**src/rtl/instr_encoder.sv**
```systemverilog
// Packs decoded RV32 instruction fields back into 32-bit words and streams them,
// tagged with a running program address, through a small circular FIFO.
module instr_encoder #(
    parameter int          DEPTH     = 4,
    parameter logic [31:0] BASE_ADDR = 32'h0000_0000
) (
    input  logic        clk,
    input  logic        reset_n,
    input  logic        restart,
    input  logic        in_valid,
    output logic        in_ready,
    input  logic [4:0]  rd,
    input  logic [4:0]  rs1,
    input  logic [4:0]  rs2,
    input  logic [11:0] immed,
    input  logic [9:0]  func,
    input  logic [19:0] joffset,
    input  logic [6:0]  ctrl,
    output logic        out_valid,
    input  logic        out_ready,
    output logic [31:0] instr_out,
    output logic [31:0] pc_out,
    output logic        err,
    output logic [7:0]  err_cnt
);

    localparam int AW = $clog2(DEPTH);

    // ctrl bit order: {auipc, branch, jump, immediate, memRead, memWrite, regWrite}
    localparam logic [6:0] CTRL_R     = 7'b0000001;
    localparam logic [6:0] CTRL_I     = 7'b0001001;
    localparam logic [6:0] CTRL_AUIPC = 7'b1001001;
    localparam logic [6:0] CTRL_S     = 7'b0001010;
    localparam logic [6:0] CTRL_B     = 7'b0101000;
    localparam logic [6:0] CTRL_J     = 7'b0010000;
    localparam logic [6:0] CTRL_L     = 7'b0001101;

    localparam logic [6:0] OP_R     = 7'b0110011;
    localparam logic [6:0] OP_I     = 7'b0010011;
    localparam logic [6:0] OP_AUIPC = 7'b0010111;
    localparam logic [6:0] OP_S     = 7'b0100011;
    localparam logic [6:0] OP_B     = 7'b1100011;
    localparam logic [6:0] OP_J     = 7'b1101111;
    localparam logic [6:0] OP_L     = 7'b0000011;

    logic [31:0] mem [DEPTH];
    logic [AW:0] wr_ptr;
    logic [AW:0] rd_ptr;
    logic [31:0] pc;

    logic        full;
    logic        empty;
    logic        accept;
    logic        push;
    logic        pop;
    logic        legal;
    logic [31:0] word;
    logic [2:0]  f3;
    logic [6:0]  f7;

    assign f3 = func[2:0];
    assign f7 = func[9:3];

    // B and J immediates arrive already scrambled the way the decoder emits them,
    // so re-encoding is a pure bit permutation with no shifting.
    always_comb begin
        legal = 1'b1;
        word  = '0;
        unique case (ctrl)
            CTRL_R:     word = {f7, rs2, rs1, f3, rd, OP_R};
            CTRL_I:     word = {immed, rs1, f3, rd, OP_I};
            CTRL_AUIPC: word = {joffset, rd, OP_AUIPC};
            CTRL_S:     word = {immed[11:5], rs2, rs1, f3, immed[4:0], OP_S};
            CTRL_B:     word = {immed[11], immed[9:4], rs2, rs1, f3,
                                immed[3:0], immed[10], OP_B};
            CTRL_J:     word = {joffset[19], joffset[9:0], joffset[10],
                                joffset[18:11], rd, OP_J};
            CTRL_L:     word = {immed, rs1, f3, rd, OP_L};
            default: begin
                legal = 1'b0;
                word  = '0;
            end
        endcase
    end

    assign empty     = (wr_ptr == rd_ptr);
    assign full      = (wr_ptr[AW] != rd_ptr[AW]) && (wr_ptr[AW-1:0] == rd_ptr[AW-1:0]);
    assign in_ready  = !full;
    assign out_valid = !empty;
    assign accept    = in_valid && in_ready;
    assign push      = accept && legal;
    assign pop       = out_valid && out_ready;

    assign instr_out = empty ? 32'h0 : mem[rd_ptr[AW-1:0]];
    assign pc_out    = pc;

    // Storage carries no reset; the pointers alone define what is valid.
    always_ff @(posedge clk) begin
        if (reset_n && !restart && push) begin
            mem[wr_ptr[AW-1:0]] <= word;
        end
    end

    always_ff @(posedge clk) begin
        if (!reset_n) begin
            wr_ptr  <= '0;
            rd_ptr  <= '0;
            pc      <= BASE_ADDR;
            err     <= 1'b0;
            err_cnt <= '0;
        end else if (restart) begin
            // The error history survives a restart; only the stream is flushed.
            wr_ptr <= '0;
            rd_ptr <= '0;
            pc     <= BASE_ADDR;
            err    <= 1'b0;
        end else begin
            if (push) begin
                wr_ptr <= wr_ptr + (AW+1)'(1);
            end
            if (pop) begin
                rd_ptr <= rd_ptr + (AW+1)'(1);
                pc     <= pc + 32'd4;
            end
            err <= accept && !legal;
            if (accept && !legal && err_cnt != 8'hFF) begin
                err_cnt <= err_cnt + 8'd1;
            end
        end
    end

endmodule
```
**config.mk**
```make
export PLATFORM = sky130hd
export DESIGN_NAME = instr_encoder
export DESIGN_NICKNAME = d
export VERILOG_FILES = /design/src/rtl/instr_encoder.sv
export SDC_FILE = /design/constraint.sdc
export NUM_CORES = 1
export LEC_CHECK = 0
export CAP_MARGIN = 20
export CORE_MARGIN = 10
export CORE_UTILIZATION = 57
export DETAILED_ROUTE_END_ITERATION = 6
export GPL_TIMING_DRIVEN = 0
export PLACE_DENSITY = 0.86
export SLEW_MARGIN = 5
export SYNTH_ARGS = -nofsm -noshare
export SYNTH_HDL_FRONTEND = slang
export SYNTH_SLANG_ARGS = --single-unit
export TNS_END_PERCENT = 10
```
**constraint.sdc**
```tcl
create_clock -name clk -period 5.7 [get_ports clk]
set_clock_uncertainty 0.05 [all_clocks]
set_input_delay 0.57 -clock clk [delete_from_list [all_inputs] [get_ports clk]]
set_output_delay 0.57 -clock clk [all_outputs]
set_load 0.01 [all_outputs]
```
==> impl_metrics.ini <==
[cts]
cts.clk_slew.worst_paths_ns = 0.06
post_cts_resized = 0
cts_tree = yes
clockRootBuffer = clkbuf_16
cts_sinks = 171
ctsLongestPathBuffers = 2
htreeDepth = 4
hold_buffers = 0
cts_inserted_buffers = 17
post-cts-setup-buffers = 0
clock_latency_ns = 0.42

[pwr]
p_per_area_nw_per_um2 = 251
max-vdd-ir-drop_v = 0.000198
p_leak_nw = 3.51

[synth]
synth_ff_type = edfxtp_1
synth_seq_area_share_pct = 60.2
synth_edf_count = 124
synthCells = 567
yosysWarningCount = 0
synthArstFlopShare_pct = 0
synth_seq_cells = 171
synth.avg_cell_area_um2 = 13.7
synth_cell_type_count = 61
syn_area_um2 = 7750

[floorplanning]
coreArea_um2 = 13300
die_x_um = 137
start_util_pct = 58.3
io_pins = 144
die_h_um = 137
rows = 42
die_area_um2 = 18700

[finish]
diodes = 0
stdcell_count = 918
drive_gt1_share_pct = 13.3
synthToLayoutAreaGrowth_pct = 29.6
fin_nets = 805

[global_routing]
grt_max_degree = 23
grt.overflow.total = 0
grt_pass1_vias = 5725
grt_pass1_wl_um = 30900
antenna_found_initial = 0
track_usage_pct = 21.5

[drt]
vias = 5642
drtIter0Drc = 494
ant_nets = 0
drc = 0
wire_per_inst_um = 21.4
firstDrtPassIters = 5
routed_wl_um = 19700
viasPerCell = 6.15

[sta]
period_needed_ns = 3.31
grt_setup_unrepaired = false
slew_violations = 0
setup_viol = 0
slew_headroom_pct = 30.7
worstMarginPinSlew_ns = 1.03
max_freq_ghz = 0.302
hold_viol_final = 0
post-route-period-util_pct = 58.1
tns_ns = 0

[placement]
portBuffers = 138
dp.cells = 886
dp_hpwl_um = 14200
place_congestion = 0.904

[run_status]
status = completed

[critical_path]
cp.required_ns = 5.77
cp-end-kind = flop
worstSetupStartpointType = input pin
crit_fanout = 19
criticalPathCategory = input pin to flop
cp.arrival_ns = 3.39

[min_path]
hold_class = input pin to flop

[flow_run]
drv_cap = 0
[registers in the layout, summed over array words and instances, names as in the netlist, named ones only]
register / count
mem: 124
pc_out: 30
err_cnt: 8
rd_ptr: 3
wr_ptr: 3
err: 1
[metal layers]
metal  part of all wire, %  GRT usage [%]
met1                    37           24.9
met3                    10           6.93
met5                     0              0
met4                   3.2           9.17
met2                    50           36.1
[Yosys cell counts (7+ instances only)]
cell type	n	share of area, %
a21o_1	8	0.78
a21oi_1	7	0.45
a22o_1	13	1.5
a22oi_1	11	1.1
and2_1	33	2.7
clkbuf_1	15	0.73
dfxtp_1	47	12
edfxtp_1	124	48
ha_1	7	1.1
inv_1	11	0.53
mux4_2	31	9.0
nand2_1	39	1.9
nand3_1	20	1.3
nand4_1	14	1.1
nor2_1	42	2.0
xnor2_1	8	0.90
xor2_1	27	3.1
[cell usage in the layout, fill, tap and decap left out, drive strengths merged, types with 3 or more instances in the layout]
cell type,instances
a21o,8
a21oi,7
a221o,6
a222oi,6
a22o,13
a22oi,11
and2,33
and3,4
and4,3
buf,16
clkbuf,34
clkdlybuf4s50,138
clkinv,9
dfxtp,47
edfxtp,124
ha,7
inv,12
mux2i,5
mux4,31
nand2,40
nand2b,6
nand3,22
nand4,15
nor2,42
nor3,7
nor4,6
o211ai,3
o21ai,7
o31ai,7
or2,4
or3,3
or4,7
xnor2,8
xor2,27
[metrics by stage]
step / total power [W] / instance area (um^2) / util, % / hold WS, ns / setup WS, ns
finish: 0.00252 / 10000 / 75.5 / 0.461 / 2.39
global route: 0.00259 / 10000 / 75.5 / 0.454 / 2.28
CTS: 0.00253 / 10000 / 75.5 / 0.455 / 2.37
detailed placement: 0.00146 / 9490 / 71.3 / 0.449 / 1.94
global placement: 0.00145 / 9350 / 70.3 / 0.428 / 0.421
floorplan: 0.00139 / 7750 / - / 0.446 / 2.07
[cell families (layout without fill, tap and decap cells)]
kind of cell	after synthesis	count (layout)	share of synthesized area, %
XOR/XNOR	35	35	3.96
adder cells (fa/ha/maj)	7	7	1.13
flip-flops	171	171	60.2
AND/OR/NAND/NOR	200	200	14.6
buffers and inverters	39	213	2.42
other	1	2	0.0484
AO/OA/AOI/OAI	78	78	7.99
multiplexers	36	36	9.66
[area by class of cell]
class                      count  area (um^2)
inverter                      11         41.3
multi-input combinational    358         2930
clock buffer                  18          429
timing repair buffer         142         1480
clock inverter                14          128
fill                         793         3250
sequential                   171         4660
tap                          176          220
buffer                        28          146
[power breakdown]
group          total, W  internal (W)  switching [W]
clock           0.00109      0.000637       0.000450
sequential      0.00132       0.00132     0.00000126
combinational  0.000108     0.0000579      0.0000498
[worst max-delay path, stage by stage]
cell             delay [ns]
clkdlybuf4s50_1        0.52
or2b_1                 0.26
clkbuf_2               0.17
or4_4                  0.52
nand4b_4               0.20
buf_8                  0.17
nand3_2                0.20
nor2_4                 0.51
buf_16                 0.24
[path summary, 6_finish.rpt]
path,depth (start not counted),to,from,slack [ns]
max,9,mem[0][28],ctrl[1],2.39
max reg2reg,5,mem[0][28],rd_ptr[2],3.37
min reg2reg,2,err_cnt[5],err_cnt[5],0.47
min,3,pc_out[3],out_ready,0.46
(Power assumes the default switching activity.)
